File: config.mk
export PLATFORM = sky130hd
export DESIGN_NAME = alu_seq
export DESIGN_NICKNAME = d
export VERILOG_FILES = /design/src/rtl/alu_pkg.sv /design/src/rtl/alu_iter_unit.sv /design/src/rtl/alu_seq.sv
export SDC_FILE = /design/constraint.sdc
export NUM_CORES = 1
export LEC_CHECK = 0
export CORE_MARGIN = 10
export CORE_UTILIZATION = 61
export DETAILED_ROUTE_END_ITERATION = 7
export PLACE_DENSITY = 0.83
export SETUP_SLACK_MARGIN = 0.15
export SLEW_MARGIN = 20
export SYNTH_ARGS = -nofsm -noshare
export SYNTH_HDL_FRONTEND = slang
export SYNTH_SLANG_ARGS = --single-unit
File: constraint.sdc
create_clock -name clk -period 8.37 [get_ports clk]
set_input_delay 2.511 -clock clk [delete_from_list [all_inputs] [get_ports clk]]
set_output_delay 2.511 -clock clk [all_outputs]
set_load 0.02 [all_outputs]
File: src/rtl/alu_pkg.sv
// Shared types for the sequential ALU: opcodes, FSM states and the flag record.
package alu_pkg;

   localparam int OP_W = 4;

   typedef enum logic [OP_W-1:0] {
      OP_ADD   = 4'd0,
      OP_SUB   = 4'd1,
      OP_AND   = 4'd2,
      OP_OR    = 4'd3,
      OP_XOR   = 4'd4,
      OP_NOT   = 4'd5,
      OP_SHL   = 4'd6,
      OP_SHR   = 4'd7,
      OP_ASR   = 4'd8,
      OP_ROL   = 4'd9,
      OP_ADC   = 4'd10,
      OP_SBC   = 4'd11,
      OP_CMP   = 4'd12,
      OP_MUL   = 4'd13,
      OP_ILL14 = 4'd14,
      OP_ILL15 = 4'd15
   } alu_op_e;

   typedef enum logic [1:0] {
      ST_IDLE,
      ST_EXEC,
      ST_DONE
   } alu_state_e;

   typedef struct packed {
      logic z;
      logic n;
      logic c;
      logic v;
   } alu_flags_t;

   function automatic logic is_shift(alu_op_e op);
      return (op == OP_SHL) || (op == OP_SHR) || (op == OP_ASR) || (op == OP_ROL);
   endfunction

endpackage

File: src/rtl/alu_iter_unit.sv
// Iterative one-bit-per-cycle shifter/rotator and, with ALU_MUL_EN, a shift-add multiplier.
// done is combinational on the final step so the caller can capture res/carry on that edge.
module alu_iter_unit
   import alu_pkg::*;
#(
   parameter int WIDTH = 8,
   parameter int SHW   = $clog2(WIDTH)
) (
   input  logic             clk,
   input  logic             rst_n,
   input  logic             start,
   input  logic [OP_W-1:0]  kind,
   input  logic [WIDTH-1:0] a,
   input  logic [WIDTH-1:0] b,
   output logic             busy,
   output logic             done,
   output logic [WIDTH-1:0] res,
   output logic             carry
);

   localparam int CW = $clog2(WIDTH + 1);

   alu_op_e          kind_q;
   logic [CW-1:0]    cnt;
   logic [WIDTH-1:0] val;
   logic [WIDTH-1:0] val_nxt;
   logic             c_nxt;

   always_comb begin
      val_nxt = val;
      c_nxt   = 1'b0;
      case (kind_q)
         OP_SHL: begin
            val_nxt = {val[WIDTH-2:0], 1'b0};
            c_nxt   = val[WIDTH-1];
         end
         OP_SHR: begin
            val_nxt = {1'b0, val[WIDTH-1:1]};
            c_nxt   = val[0];
         end
         OP_ASR: begin
            val_nxt = {val[WIDTH-1], val[WIDTH-1:1]};
            c_nxt   = val[0];
         end
         OP_ROL: begin
            val_nxt = {val[WIDTH-2:0], val[WIDTH-1]};
            c_nxt   = val[WIDTH-1];
         end
         default: ;
      endcase
   end

   assign done = busy && (cnt == CW'(1));

   always_ff @(posedge clk) begin
      if (!rst_n) begin
         busy   <= 1'b0;
         cnt    <= '0;
         val    <= '0;
         kind_q <= OP_ADD;
      end else if (start) begin
         busy   <= 1'b1;
         kind_q <= alu_op_e'(kind);
         val    <= a;
         cnt    <= (alu_op_e'(kind) == OP_MUL) ? CW'(WIDTH) : CW'(b[SHW-1:0]);
      end else if (busy) begin
         val <= val_nxt;
         cnt <= cnt - CW'(1);
         if (cnt == CW'(1))
            busy <= 1'b0;
      end
   end

`ifdef ALU_MUL_EN
   logic [2*WIDTH-1:0] acc;
   logic [2*WIDTH-1:0] acc_nxt;
   logic [2*WIDTH-1:0] mcand;
   logic [WIDTH-1:0]   mplier;
   logic               is_mul;

   assign is_mul  = (kind_q == OP_MUL);
   assign acc_nxt = mplier[0] ? acc + mcand : acc;
   assign res     = is_mul ? acc_nxt[WIDTH-1:0] : val_nxt;
   assign carry   = is_mul ? |acc_nxt[2*WIDTH-1:WIDTH] : c_nxt;

   always_ff @(posedge clk) begin
      if (!rst_n) begin
         acc    <= '0;
         mcand  <= '0;
         mplier <= '0;
      end else if (start) begin
         acc    <= '0;
         mcand  <= {{WIDTH{1'b0}}, a};
         mplier <= b;
      end else if (busy) begin
         acc    <= acc_nxt;
         mcand  <= {mcand[2*WIDTH-2:0], 1'b0};
         mplier <= {1'b0, mplier[WIDTH-1:1]};
      end
   end
`else
   logic unused_b;

   assign unused_b = ^b[WIDTH-1:SHW];
   assign res      = val_nxt;
   assign carry    = c_nxt;
`endif

endmodule

File: src/rtl/alu_seq.sv
// Handshaked multi-cycle ALU: FSM, single-cycle datapath and flag register.
// Define ALU_MUL_EN to enable the iterative multiply on opcode 13 (otherwise illegal).
module alu_seq
   import alu_pkg::*;
#(
   parameter int WIDTH = 8,
   parameter int SHW   = $clog2(WIDTH)
) (
   input  logic             clk,
   input  logic             rst_n,
   input  logic             in_valid,
   output logic             in_ready,
   input  logic [3:0]       op,
   input  logic [WIDTH-1:0] a,
   input  logic [WIDTH-1:0] b,
   output logic             out_valid,
   input  logic             out_ready,
   output logic [WIDTH-1:0] result,
   output logic             flag_z,
   output logic             flag_n,
   output logic             flag_c,
   output logic             flag_v,
   output logic             out_err
);

   localparam int M = WIDTH - 1;

   alu_state_e       state;
   alu_flags_t       flags_q;
   alu_op_e          op_e;
   logic             accept;
   logic             needs_iter;
   logic             iter_start;
   logic             iter_busy;
   logic             iter_done;
   logic [WIDTH-1:0] iter_res;
   logic             iter_c;

   logic [WIDTH:0]   sum;
   logic [WIDTH:0]   diff;
   logic             cin;
   logic             add_v;
   logic             sub_v;
   logic [WIDTH-1:0] s_res;
   alu_flags_t       s_f;
   logic             s_err;
   alu_flags_t       i_f;

   assign op_e = alu_op_e'(op);

   // A finished result may be retired and a new op accepted on the same edge.
   assign in_ready   = (state != ST_EXEC) && !iter_busy && (!out_valid || out_ready);
   assign accept     = in_valid && in_ready;
`ifdef ALU_MUL_EN
   assign needs_iter = (is_shift(op_e) && (b[SHW-1:0] != '0)) || (op_e == OP_MUL);
`else
   assign needs_iter = is_shift(op_e) && (b[SHW-1:0] != '0);
`endif
   assign iter_start = accept && needs_iter;

   always_comb begin
      cin   = ((op_e == OP_ADC) || (op_e == OP_SBC)) ? flags_q.c : 1'b0;
      sum   = {1'b0, a} + {1'b0, b} + {{WIDTH{1'b0}}, cin};
      diff  = {1'b0, a} - {1'b0, b} - {{WIDTH{1'b0}}, cin};
      add_v = (a[M] == b[M]) && (sum[M] != a[M]);
      sub_v = (a[M] != b[M]) && (diff[M] != a[M]);
      s_res = '0;
      s_f   = '0;
      s_err = 1'b0;
      case (op_e)
         OP_ADD, OP_ADC: begin
            s_res = sum[M:0];
            s_f.c = sum[WIDTH];
            s_f.v = add_v;
         end
         OP_SUB, OP_SBC: begin
            s_res = diff[M:0];
            s_f.c = diff[WIDTH];
            s_f.v = sub_v;
         end
         OP_AND: s_res = a & b;
         OP_OR:  s_res = a | b;
         OP_XOR: s_res = a ^ b;
         OP_NOT: s_res = ~a;
         OP_SHL, OP_SHR, OP_ASR, OP_ROL: s_res = a;
         OP_CMP: begin
            s_res = a;
            s_f.c = diff[WIDTH];
            s_f.v = sub_v;
         end
`ifdef ALU_MUL_EN
         OP_MUL: ;
`endif
         default: s_err = 1'b1;
      endcase
      s_f.z = (s_res == '0);
      s_f.n = s_res[M];
      if (op_e == OP_CMP) begin
         s_f.z = (diff[M:0] == '0);
         s_f.n = diff[M];
      end
   end

   always_comb begin
      i_f   = '0;
      i_f.z = (iter_res == '0);
      i_f.n = iter_res[M];
      i_f.c = iter_c;
   end

   alu_iter_unit #(
      .WIDTH (WIDTH),
      .SHW   (SHW)
   ) u_iter (
      .clk   (clk),
      .rst_n (rst_n),
      .start (iter_start),
      .kind  (op),
      .a     (a),
      .b     (b),
      .busy  (iter_busy),
      .done  (iter_done),
      .res   (iter_res),
      .carry (iter_c)
   );

   always_ff @(posedge clk) begin
      if (!rst_n) begin
         state     <= ST_IDLE;
         out_valid <= 1'b0;
         result    <= '0;
         flags_q   <= '0;
         out_err   <= 1'b0;
      end else begin
         case (state)
            ST_IDLE, ST_DONE: begin
               if (accept) begin
                  if (needs_iter) begin
                     state     <= ST_EXEC;
                     out_valid <= 1'b0;
                  end else begin
                     state     <= ST_DONE;
                     out_valid <= 1'b1;
                     result    <= s_res;
                     flags_q   <= s_f;
                     out_err   <= s_err;
                  end
               end else if (out_valid && out_ready) begin
                  state     <= ST_IDLE;
                  out_valid <= 1'b0;
               end
            end
            ST_EXEC: begin
               if (iter_done) begin
                  state     <= ST_DONE;
                  out_valid <= 1'b1;
                  result    <= iter_res;
                  flags_q   <= i_f;
                  out_err   <= 1'b0;
               end
            end
            default: state <= ST_IDLE;
         endcase
      end
   end

   assign flag_z = flags_q.z;
   assign flag_n = flags_q.n;
   assign flag_c = flags_q.c;
   assign flag_v = flags_q.v;

endmodule

After elaboration in Yosys (flattened, before gate mapping):

Index checks and enable logic that the tools add are counted.

* register bits: 33
* output and inout bits: 15
* logic and storage cells: 122

* add/sub/neg operators: 5
* equal/unequal tests: 29
* muxes and demuxes: 37
* bitwise gates (word level): 4
* reduce and logical (&&, ||, !) cells: 35

Operators by type and width (number)
* 8-bit case mux with 7 select lines: 1
* 8-bit two-way mux: 5
* 4-bit == test (second input constant): 8
* 8-bit case mux with 4 select lines: 1
* 4-bit by 3-bit == test with 1-bit output (second input constant): 6
* 8-bit zero test: 3
* 4-bit two-way mux: 6
* 8-bit case mux with 2 select lines: 1
* 13-bit OR reduction: 1
* 1-bit two-way mux: 12
* 2-bit two-way mux: 5
* 2-bit OR reduction: 5
* 8-bit by 8-bit adder with 9-bit output: 1
* 9-bit by 1-bit adder with 9-bit output: 1
* 1-bit logical AND: 9
* 8-bit by 8-bit subtractor with 9-bit output: 1
* 9-bit by 1-bit subtractor with 9-bit output: 1
* 8-bit AND: 1
* 4-bit by 1-bit == test with 1-bit output (second input constant): 2
* 4-bit by 2-bit == test with 1-bit output (second input constant): 2
* 8-bit NOT: 1
* 8-bit OR: 1
* 2-bit case mux with 2 select lines: 2
* 4-bit case mux with 2 select lines: 1
* other kinds (21): 33

Longest topological paths before layout:

Gate-level depths: netlist (run 1).

* depth after elaboration: 10
* mapped depth: 15
* mapped depth without buffers: 14

Modules after synthesis:

Synthesis (run 1) repeated with hierarchy kept, for this count alone.

* cells, all modules: 518
* area, all modules: 3854.9 um2

Modules (own cells, without submodules)
* alu_seq: instances 1, cells each 363, area an instance 2670.1 um2
* alu_iter_unit: instances 1, cells each 155, area an instance 1184.9 um2

Least setup slack after synthesis (run 1):

OpenSTA, ideal clock, no wires.

* path type: input to output
* from: in out_ready
* to: out in_ready
* arrival time: 2.980 ns
* data required time: 5.859 ns
* slack: 2.879 ns
* stages on the path: 2
* cells stage by stage: inv_1 > a211oi_2

* longest elaborated chain between the ends: 2

Ends and longest elaborated chain
* start, declared: RTL line alu_seq.sv:17 `input logic out_ready,`
* 1-bit logical OR: RTL line alu_seq.sv:52 `assign in_ready = (state != ST_EXEC) && !iter_busy && (!out_valid || out_ready);`
* 1-bit logical AND: RTL line alu_seq.sv:52
* end, declared: RTL line alu_seq.sv:12 `output logic in_ready,`

Every way passes these cells.

Final worst setup path (run 1):

* from: in op[2]
* to: reg flags_q, in the netlist flag_z

* longest elaborated chain between the ends: 10

Ends and longest elaborated chain
* start, declared: RTL line alu_seq.sv:13 `input logic [3:0] op,`
* 4-bit == test: RTL line alu_seq.sv:62, alu_seq.sv:70
* 1-bit logical OR: RTL line alu_seq.sv:62 `cin = ((op_e == OP_ADC) || (op_e == OP_SBC)) ? flags_q.c : 1'b0;`
* 1-bit two-way mux: RTL line alu_seq.sv:62
* 9-bit by 1-bit subtractor with 9-bit output or 9-bit by 1-bit adder with 9-bit output (tied branches): RTL line alu_seq.sv:64, alu_seq.sv:63
* 8-bit case mux with 7 select lines: RTL line alu_seq.sv:70 `case (op_e)`
* 8-bit zero test: RTL line alu_seq.sv:96 `s_f.z = (s_res == '0);`
* 2-bit two-way mux: RTL line alu_seq.sv:98 `if (op_e == OP_CMP) begin`
* 4-bit two-way mux: RTL line alu_seq.sv:138 `if (needs_iter) begin`
* 4-bit two-way mux: RTL line alu_seq.sv:137 `if (accept) begin`
* 4-bit case mux with 2 select lines: RTL line alu_seq.sv:135 `case (state)`
* end signal, assigned: RTL line alu_seq.sv:158 `flags_q <= i_f;`
* end, declared: RTL line alu_seq.sv:29 `alu_flags_t flags_q;`

Parallel ways exist; a longest one is shown, timed or not. The select of a mux whose other input is x is not followed.
A chain may end at the register's enable or synchronous reset.

==> results_dict.tcl, run 1 <==
set metrics [dict create \
    result_of_the_run "completed" \
    yosys.area_share.simple_pct 21.8 \
    highest_fanout_seen_on_the_critical_path 26 \
    track_usage_pct 22.5 \
    post_route_cells_drive_above_1_share_pct 4.10 \
    max-clock-path-buffers 2 \
    crit-reg2reg-capture "flag_z" \
    count_of_unresolved_drc_violations_after_routing 0 \
    post_synth_mux_area_share_pct 0.613 \
    globalplace.congestion 1.04 \
    final_core_utilization_pct 72.6 \
    hold_violations 0 \
    timing.final.max_slew_violations 0 \
    p_leak_nw 1.53 \
    crit_path_start "op[2]" \
    ys_types 56 \
    setup_clock_skew_after_layout_ps 4.43 \
    first_pass_iters 5 \
    worstReg2RegStart "flag_c" \
    maxCapViolations 0 \
    timing.fmax_ghz 0.154 \
    pwr-share-seq_pct 34.2 \
    floorplan.rows 26 \
    antenna_found_initial 0 \
    main_combinational_cell_family_by_area_after_synthesis "compound AO/OA/AOI/OAI gates" \
    number_of_global_route_vias_before_repair 3170 \
    postSynthRegisterBits 33 \
    power_density_mw_per_mm2 140 \
    final_min_period_over_clock_period_pct 77.7 \
    cts_num_sinks 33 \
    die-area_mm2 0.00868 \
    ff2ff_path_depth 13 \
    setup.worst_path.class "in2reg" \
    synthesis.instances 437 \
    die_height_um 93.2 \
    avgSynthCellArea_um2 7.47 \
    synthesis.yosys.warnings 0 \
    setup.worst_path.start_class "primary input" \
    cts_repair_resize_count 0 \
    grt_max_degree 30 \
    global_route_wire_length_before_repair_mm 15.8 \
    count_of_pins_on_the_block_boundary 39 \
    grt_setup_unrepaired "false" \
    synth.yosys.seq_area_share_pct 20.2 \
    worstPathRequired_ps 8590 \
    clk_latency_ps 290 \
    end_kind "flop" \
    mappedNetlistNets 497 \
    dpl-instance-area_mm2 0.00363 \
    post_cts.repair.setup_buffers 0 \
    drt_wl_total_mm 10.2 \
    internal_power_uw 327 \
    core_region_area_mm2 0.00514 \
    clock_tree_from_tritoncts "yes" \
    slew_headroom_pct 36.3 \
    globalRouteOverflowTotal 0 \
    htree_levels 2 \
    fin_hold_ws_ps 512 \
    flow.area_growth_from_synthesis_pct 14.4 \
    routed_wire_length_per_instance_um 19.1 \
    post_synthesis_cell_area_mm2 0.00326 \
    detail_route.iter0.violations 402 \
    p_clk_share_pct 25.9 \
    hold_buffers 0 \
    cts.root.buffer_cell "sky130_fd_sc_hd__clkbuf_8" \
    start_util_pct 63.5 \
    fillCellCount 437 \
    cts_inserted_buffers 5 \
    layout.cells.most_common_list "sky130_fd_sc_hd__nand2_1, sky130_fd_sc_hd__a21oi_1, sky130_fd_sc_hd__clkdlybuf4s50_1" \
    synth_edf_count 0 \
    switching_pwr_uw 195 \
    hpwl_mm 7.78 \
    arrival_ps 6730 \
    drt-vias-per-instance 6.58 \
    power_switching_share_pct 37.3 \
    synth-compound-area-share_pct 31.2 \
    drt.antenna.violating_nets 0 \
    worst_hold_path_type "reg2reg" \
    fin_ws_ps 1870 \
    ff2ff_setup_slack_ps 5100 \
    vias 3505 \
    worstMarginPinSlew_ps 953 \
    power_frac_comb_pct 39.9 \
    finalInstanceArea_mm2 0.00373 \
    crit_end "flag_z" \
    arithmetic_cell_share_of_the_synthesized_area_counting_full_adders_half_adders_and_majority_gates_pct 14.7 \
    synth-main-ff-cell "sky130_fd_sc_hd__dfxtp_1" \
    die_x_um 93.2 \
    fin_tns_setup_ps 0 \
    diodes 0 \
    share_of_flip_flops_with_an_asynchronous_set_or_reset_pct 0 \
    dpl_ws_ps 1770 \
    layout_min_cycle_time_ps 6500 \
    final_common_cell "sky130_fd_sc_hd__nand2_1" \
    setup_viol 0 \
    io_buffer_count 38 \
    path_clk_slew_ps 70 \
    irDropWorstVdd_mv 0.122 \
    fin_nets 522 \
    post_synthesis_xor_xnor_area_fraction_pct 4.02 \
]
-- how the worst min path moves through the flow --
stage                        to  cells past startpoint        startpoint
6_report                 flag_v                      2            flag_v
3_5_place_dp             flag_v                      2            flag_v
3_3_place_gp             flag_v                      2            flag_v
2_1_floorplan  u_iter.kind_q[3]                      2  u_iter.kind_q[3]
5_1_grt                  flag_v                      2            flag_v
4_1_cts                state[1]                      2          state[1]
-- metal layers --
layer | routed length [um] | up-vias | GRT usage [%]
li1 | - | 1629 | -
met1 | 4460 | 1637 | 30.2
met5 | 0 | - | 0
met3 | 1190 | 20 | 6.95
met4 | 216 | 0 | 8.35
met2 | 4320 | 219 | 32.8
-- logic make-up after synthesis --
family / after synthesis
flip-flops: 33
XOR/XNOR: 15
buffers and inverters: 58
multiplexers: 2
AND/OR/NAND/NOR: 148
AO/OA/AOI/OAI: 145
adder cells (fa/ha/maj): 36
-- cell usage after synthesis (3+ instances only) --
master | n | area (um2)
sky130_fd_sc_hd__ha_1 | 32 | 400
sky130_fd_sc_hd__clkbuf_1 | 7 | 26.3
sky130_fd_sc_hd__a21oi_1 | 39 | 195
sky130_fd_sc_hd__xnor2_1 | 10 | 87.6
sky130_fd_sc_hd__a22oi_1 | 25 | 188
sky130_fd_sc_hd__buf_2 | 11 | 55.1
sky130_fd_sc_hd__fa_1 | 4 | 80.1
sky130_fd_sc_hd__a211o_1 | 4 | 35.0
sky130_fd_sc_hd__and2_1 | 5 | 31.3
sky130_fd_sc_hd__nor3_1 | 11 | 55.1
sky130_fd_sc_hd__xor2_1 | 5 | 43.8
sky130_fd_sc_hd__a31oi_1 | 4 | 25.0
sky130_fd_sc_hd__nor4_1 | 6 | 37.5
sky130_fd_sc_hd__a221oi_1 | 5 | 43.8
sky130_fd_sc_hd__nand2_1 | 51 | 191
sky130_fd_sc_hd__nor3b_1 | 4 | 30.0
sky130_fd_sc_hd__nor2_1 | 37 | 139
sky130_fd_sc_hd__a21o_1 | 7 | 52.6
sky130_fd_sc_hd__a22o_1 | 5 | 43.8
sky130_fd_sc_hd__a211oi_1 | 8 | 60.1
sky130_fd_sc_hd__o22ai_1 | 10 | 62.6
sky130_fd_sc_hd__a32oi_1 | 4 | 35.0
sky130_fd_sc_hd__nand2b_1 | 4 | 25.0
sky130_fd_sc_hd__o211a_1 | 3 | 30.0
sky130_fd_sc_hd__nand4_1 | 3 | 18.8
sky130_fd_sc_hd__o21ai_0 | 7 | 35.0
sky130_fd_sc_hd__o21a_1 | 5 | 37.5
sky130_fd_sc_hd__o221ai_1 | 4 | 35.0
sky130_fd_sc_hd__inv_1 | 36 | 135
sky130_fd_sc_hd__dfxtp_1 | 33 | 661
sky130_fd_sc_hd__o31ai_1 | 4 | 30.0
sky130_fd_sc_hd__nor2b_1 | 10 | 62.6
sky130_fd_sc_hd__nand3_1 | 5 | 25.0
-- layout make-up --
class | instances | area, um2 | share of cell area (%)
multi-input combinational | 346 | 2360 | 63.2
sequential | 33 | 661 | 17.7
timing repair buffer | 38 | 380 | 10.2
inverter | 38 | 143 | 3.82
clock buffer | 7 | 96.3 | 2.58
tap | 70 | 87.6 | 2.35
clock inverter | 1 | 5.00 | 0.134
-- worst max-delay path, stage by stage --
cell and delay [ps]:
sky130_fd_sc_hd__clkdlybuf4s50_1 870, sky130_fd_sc_hd__nor2b_1 490, sky130_fd_sc_hd__nand3_1 180, sky130_fd_sc_hd__inv_1 130, sky130_fd_sc_hd__fa_1 440, sky130_fd_sc_hd__inv_1 100
sky130_fd_sc_hd__ha_1 160, sky130_fd_sc_hd__o21ai_0 130, sky130_fd_sc_hd__a211oi_1 510, sky130_fd_sc_hd__xnor2_1 210, sky130_fd_sc_hd__nor2_1 70, sky130_fd_sc_hd__a211o_1 300
sky130_fd_sc_hd__nor4_1 330, sky130_fd_sc_hd__a21oi_1 120, sky130_fd_sc_hd__nor3_1 160
-- flip-flops by register name, indices dropped and copies added (netlist names) --
| name | flops |
|---|---|
| u_iter.val | 8 |
| u_iter.busy | 1 |
| flag_z | 1 |
| out_valid | 1 |
| out_err | 1 |
| result | 8 |
| u_iter.kind_q | 4 |
| flag_v | 1 |
| flag_c | 1 |
| state | 2 |
| flag_n | 1 |
| u_iter.cnt | 4 |
-- stage by stage --
stage          power (mW)  cells
2_1_floorplan       0.320    437
3_3_place_gp        0.380    525
3_5_place_dp        0.384    525
4_1_cts             0.517    533
5_1_grt             0.546    533
6_report            0.522    533
-- power groups by stage --
stage / clock [mW] / sequential (mW) / combinational (mW)
finish: 0.135 / 0.179 / 0.208
global route: 0.142 / 0.180 / 0.225
CTS: 0.135 / 0.178 / 0.203
detailed placement: 0 / 0.182 / 0.202
global placement: 0 / 0.181 / 0.198
floorplan: 0 / 0.185 / 0.135
Note: power is estimated with default switching activity, not from simulation.
==> run 2, diff against run 1 <==
--- a/config.mk
+++ b/config.mk
@@ -6,9 +6,9 @@
 export NUM_CORES = 1
 export LEC_CHECK = 0
 export CORE_MARGIN = 10
-export CORE_UTILIZATION = 61
+export CORE_UTILIZATION = 57
 export DETAILED_ROUTE_END_ITERATION = 7
-export PLACE_DENSITY = 0.83
+export PLACE_DENSITY = 0.78
 export SETUP_SLACK_MARGIN = 0.15
 export SLEW_MARGIN = 20
 export SYNTH_ARGS = -nofsm -noshare
==> constraint.sdc (replaced) <==
create_clock -name clk -period 6.1 [get_ports clk]
set_input_delay 1.83 -clock clk [delete_from_list [all_inputs] [get_ports clk]]
set_output_delay 1.83 -clock clk [all_outputs]
set_load 0.02 [all_outputs]
==> results_dict.tcl, run 2 (synthesis results as in run 1) <==
set metrics [dict create \
    result_of_the_run "completed" \
    count_of_unresolved_drc_violations_after_routing 0 \
    crit-reg2reg-capture "flag_z" \
    core_region_area_mm2 0.00554 \
    timing.critical_path.slowest_cell_delay_ps 660 \
    worstPathRequired_ps 4270 \
    setup_clock_skew_after_layout_ps 5.05 \
    path_clk_slew_ps 70 \
    die_x_um 95.7 \
    ff2ff_setup_slack_ps 3010 \
    final_min_period_over_clock_period_pct 84.4 \
    timing.fmax_ghz 0.194 \
    post_cts.repair.setup_buffers 0 \
    globalRouteOverflowTotal 0 \
    fillCellCount 512 \
    layout.cells.most_common_list "sky130_fd_sc_hd__nand2_1, sky130_fd_sc_hd__a21oi_1, sky130_fd_sc_hd__clkdlybuf4s50_1" \
    routed_wire_length_per_instance_um 19.2 \
    drt-vias-per-instance 6.40 \
    power_frac_comb_pct 41.1 \
    hold_buffers 0 \
    cts_num_sinks 33 \
    end_kind "primary output" \
    start_util_pct 58.9 \
    ff2ff_path_depth 13 \
    hpwl_mm 7.94 \
    finish.cell_count_without_fillers 539 \
    power_density_mw_per_mm2 184 \
    grt_setup_unrepaired "false" \
    timing.critical_path.slowest_stage_cell "sky130_fd_sc_hd__clkdlybuf4s50_1" \
    max-clock-path-buffers 2 \
    count_of_pins_on_the_block_boundary 39 \
    drt.antenna.violating_nets 0 \
    irDropWorstVdd_mv 0.144 \
    timing.critical_path.depth 4 \
    antenna_found_initial 0 \
    hold_violations 0 \
    fin_nets 526 \
    timing.hold.worst_endpoint "result[0]" \
    internal_power_uw 427 \
    switching_pwr_uw 263 \
    cts_inserted_buffers 5 \
    power_switching_share_pct 38.1 \
    diodes 0 \
    fin_ws_ps 953 \
    cts.root.buffer_cell "sky130_fd_sc_hd__clkbuf_8" \
    timing.final.max_slew_violations 0 \
    globalplace.congestion 0.964 \
    grt_max_degree 30 \
    worstReg2RegStart "flag_c" \
    worstMarginPinSlew_ps 1060 \
    place_inst 531 \
    clk_latency_ps 290 \
    pwr-share-seq_pct 35.5 \
    floorplan.rows 27 \
    p_clk_share_pct 23.4 \
    fin_tns_setup_ps 0 \
    arrival_ps 3320 \
    setup.worst_path.class "in2out" \
    post_route_cells_drive_above_1_share_pct 4.71 \
    htree_levels 2 \
    flow.area_growth_from_synthesis_pct 14.8 \
    cts_repair_resize_count 0 \
    final_common_cell "sky130_fd_sc_hd__nand2_1" \
    number_of_global_route_vias_before_repair 3139 \
    dpl_ws_ps 837 \
    clock_tree_from_tritoncts "yes" \
    critical-path-top-cell-by-count "sky130_fd_sc_hd__clkdlybuf4s50_1" \
    global_route_wire_length_before_repair_mm 16.5 \
    critical_path.n_buffers_inverters 3 \
    layout_min_cycle_time_ps 5150 \
    largest_registers "result x8, u_iter.val x8" \
    highest_fanout_seen_on_the_critical_path 3 \
    drt_wl_total_mm 10.4 \
    io_buffer_count 38 \
    first_pass_iters 5 \
    vias 3448 \
    timing.critical_path.cells "clkdlybuf4s50_1, inv_1, a211oi_2, clkdlybuf4s50_1" \
    track_usage_pct 22.7 \
    worst_hold_path_type "reg2reg" \
    path_delay_family "buffers and inverters" \
    p_leak_nw 1.54 \
    worst_hold_startpoint "result[0]" \
    min_path_cells 2 \
    setup.worst_path.start_class "primary input" \
    die_height_um 95.7 \
    slew_headroom_pct 29.3 \
    detail_route.iter0.violations 474 \
    setup_viol 0 \
    maxCapViolations 0 \
    die-area_mm2 0.00915 \
]
[run 2: changes by cell type in the layout (fill, tap and decap cells not counted), sizes merged]
cell and change:
buf +4, clkbuf -1, clkinv +1
[run 2: through the flow]
step	util, %	power, mW	instance area, um2	hold WS [ps]
6_report	67.6	0.690	3750	511
5_1_grt	67.6	0.728	3750	534
4_1_cts	67.6	0.685	3750	515
3_5_place_dp	66.1	0.526	3660	501
3_3_place_gp	66.1	0.523	3660	493
2_1_floorplan	-	0.439	3260	474
[run 2: final cells by class]
| cell class | instances | area (um2) | area share [%] |
|---|---|---|---|
| clock buffer | 6 | 72.6 | 1.94 |
| timing repair buffer | 42 | 410 | 11.0 |
| multi-input combinational | 346 | 2360 | 63.0 |
| inverter | 38 | 143 | 3.81 |
| sequential | 33 | 661 | 17.6 |
| clock inverter | 2 | 10.0 | 0.267 |
| tap | 72 | 90.1 | 2.40 |
[run 2: power by group through the flow]
stage	sequential [mW]	combinational, mW	clock [mW]
final	0.245	0.284	0.161
after global routing	0.247	0.313	0.169
after CTS	0.244	0.279	0.161
after detailed placement	0.249	0.277	0
after global placement	0.249	0.275	0
after floorplan	0.253	0.186	0
[run 2: how the worst max path moves through the flow]
stage,start,end,slack [ps]
after floorplan,op[3],flag_z,1500
after global placement,op[3],flag_z,920
final,out_ready,in_ready,950
after CTS,out_ready,in_ready,970
after global routing,op[3],flag_z,760
after detailed placement,op[3],flag_z,840
[run 2: layer usage]
metal / track usage (%) / part of all wire (%)
met3: 4.01 / 9.3
met2: 33.4 / 43
met5: 0 / 0
met1: 32.9 / 46
met4: 6.02 / 1.7
[run 2: tightest hold or removal path, cell delays in order, from the launching register on]
cell and delay (ps):
sky130_fd_sc_hd__dfxtp_1 330, sky130_fd_sc_hd__a221oi_1 70, sky130_fd_sc_hd__nor2_1 80
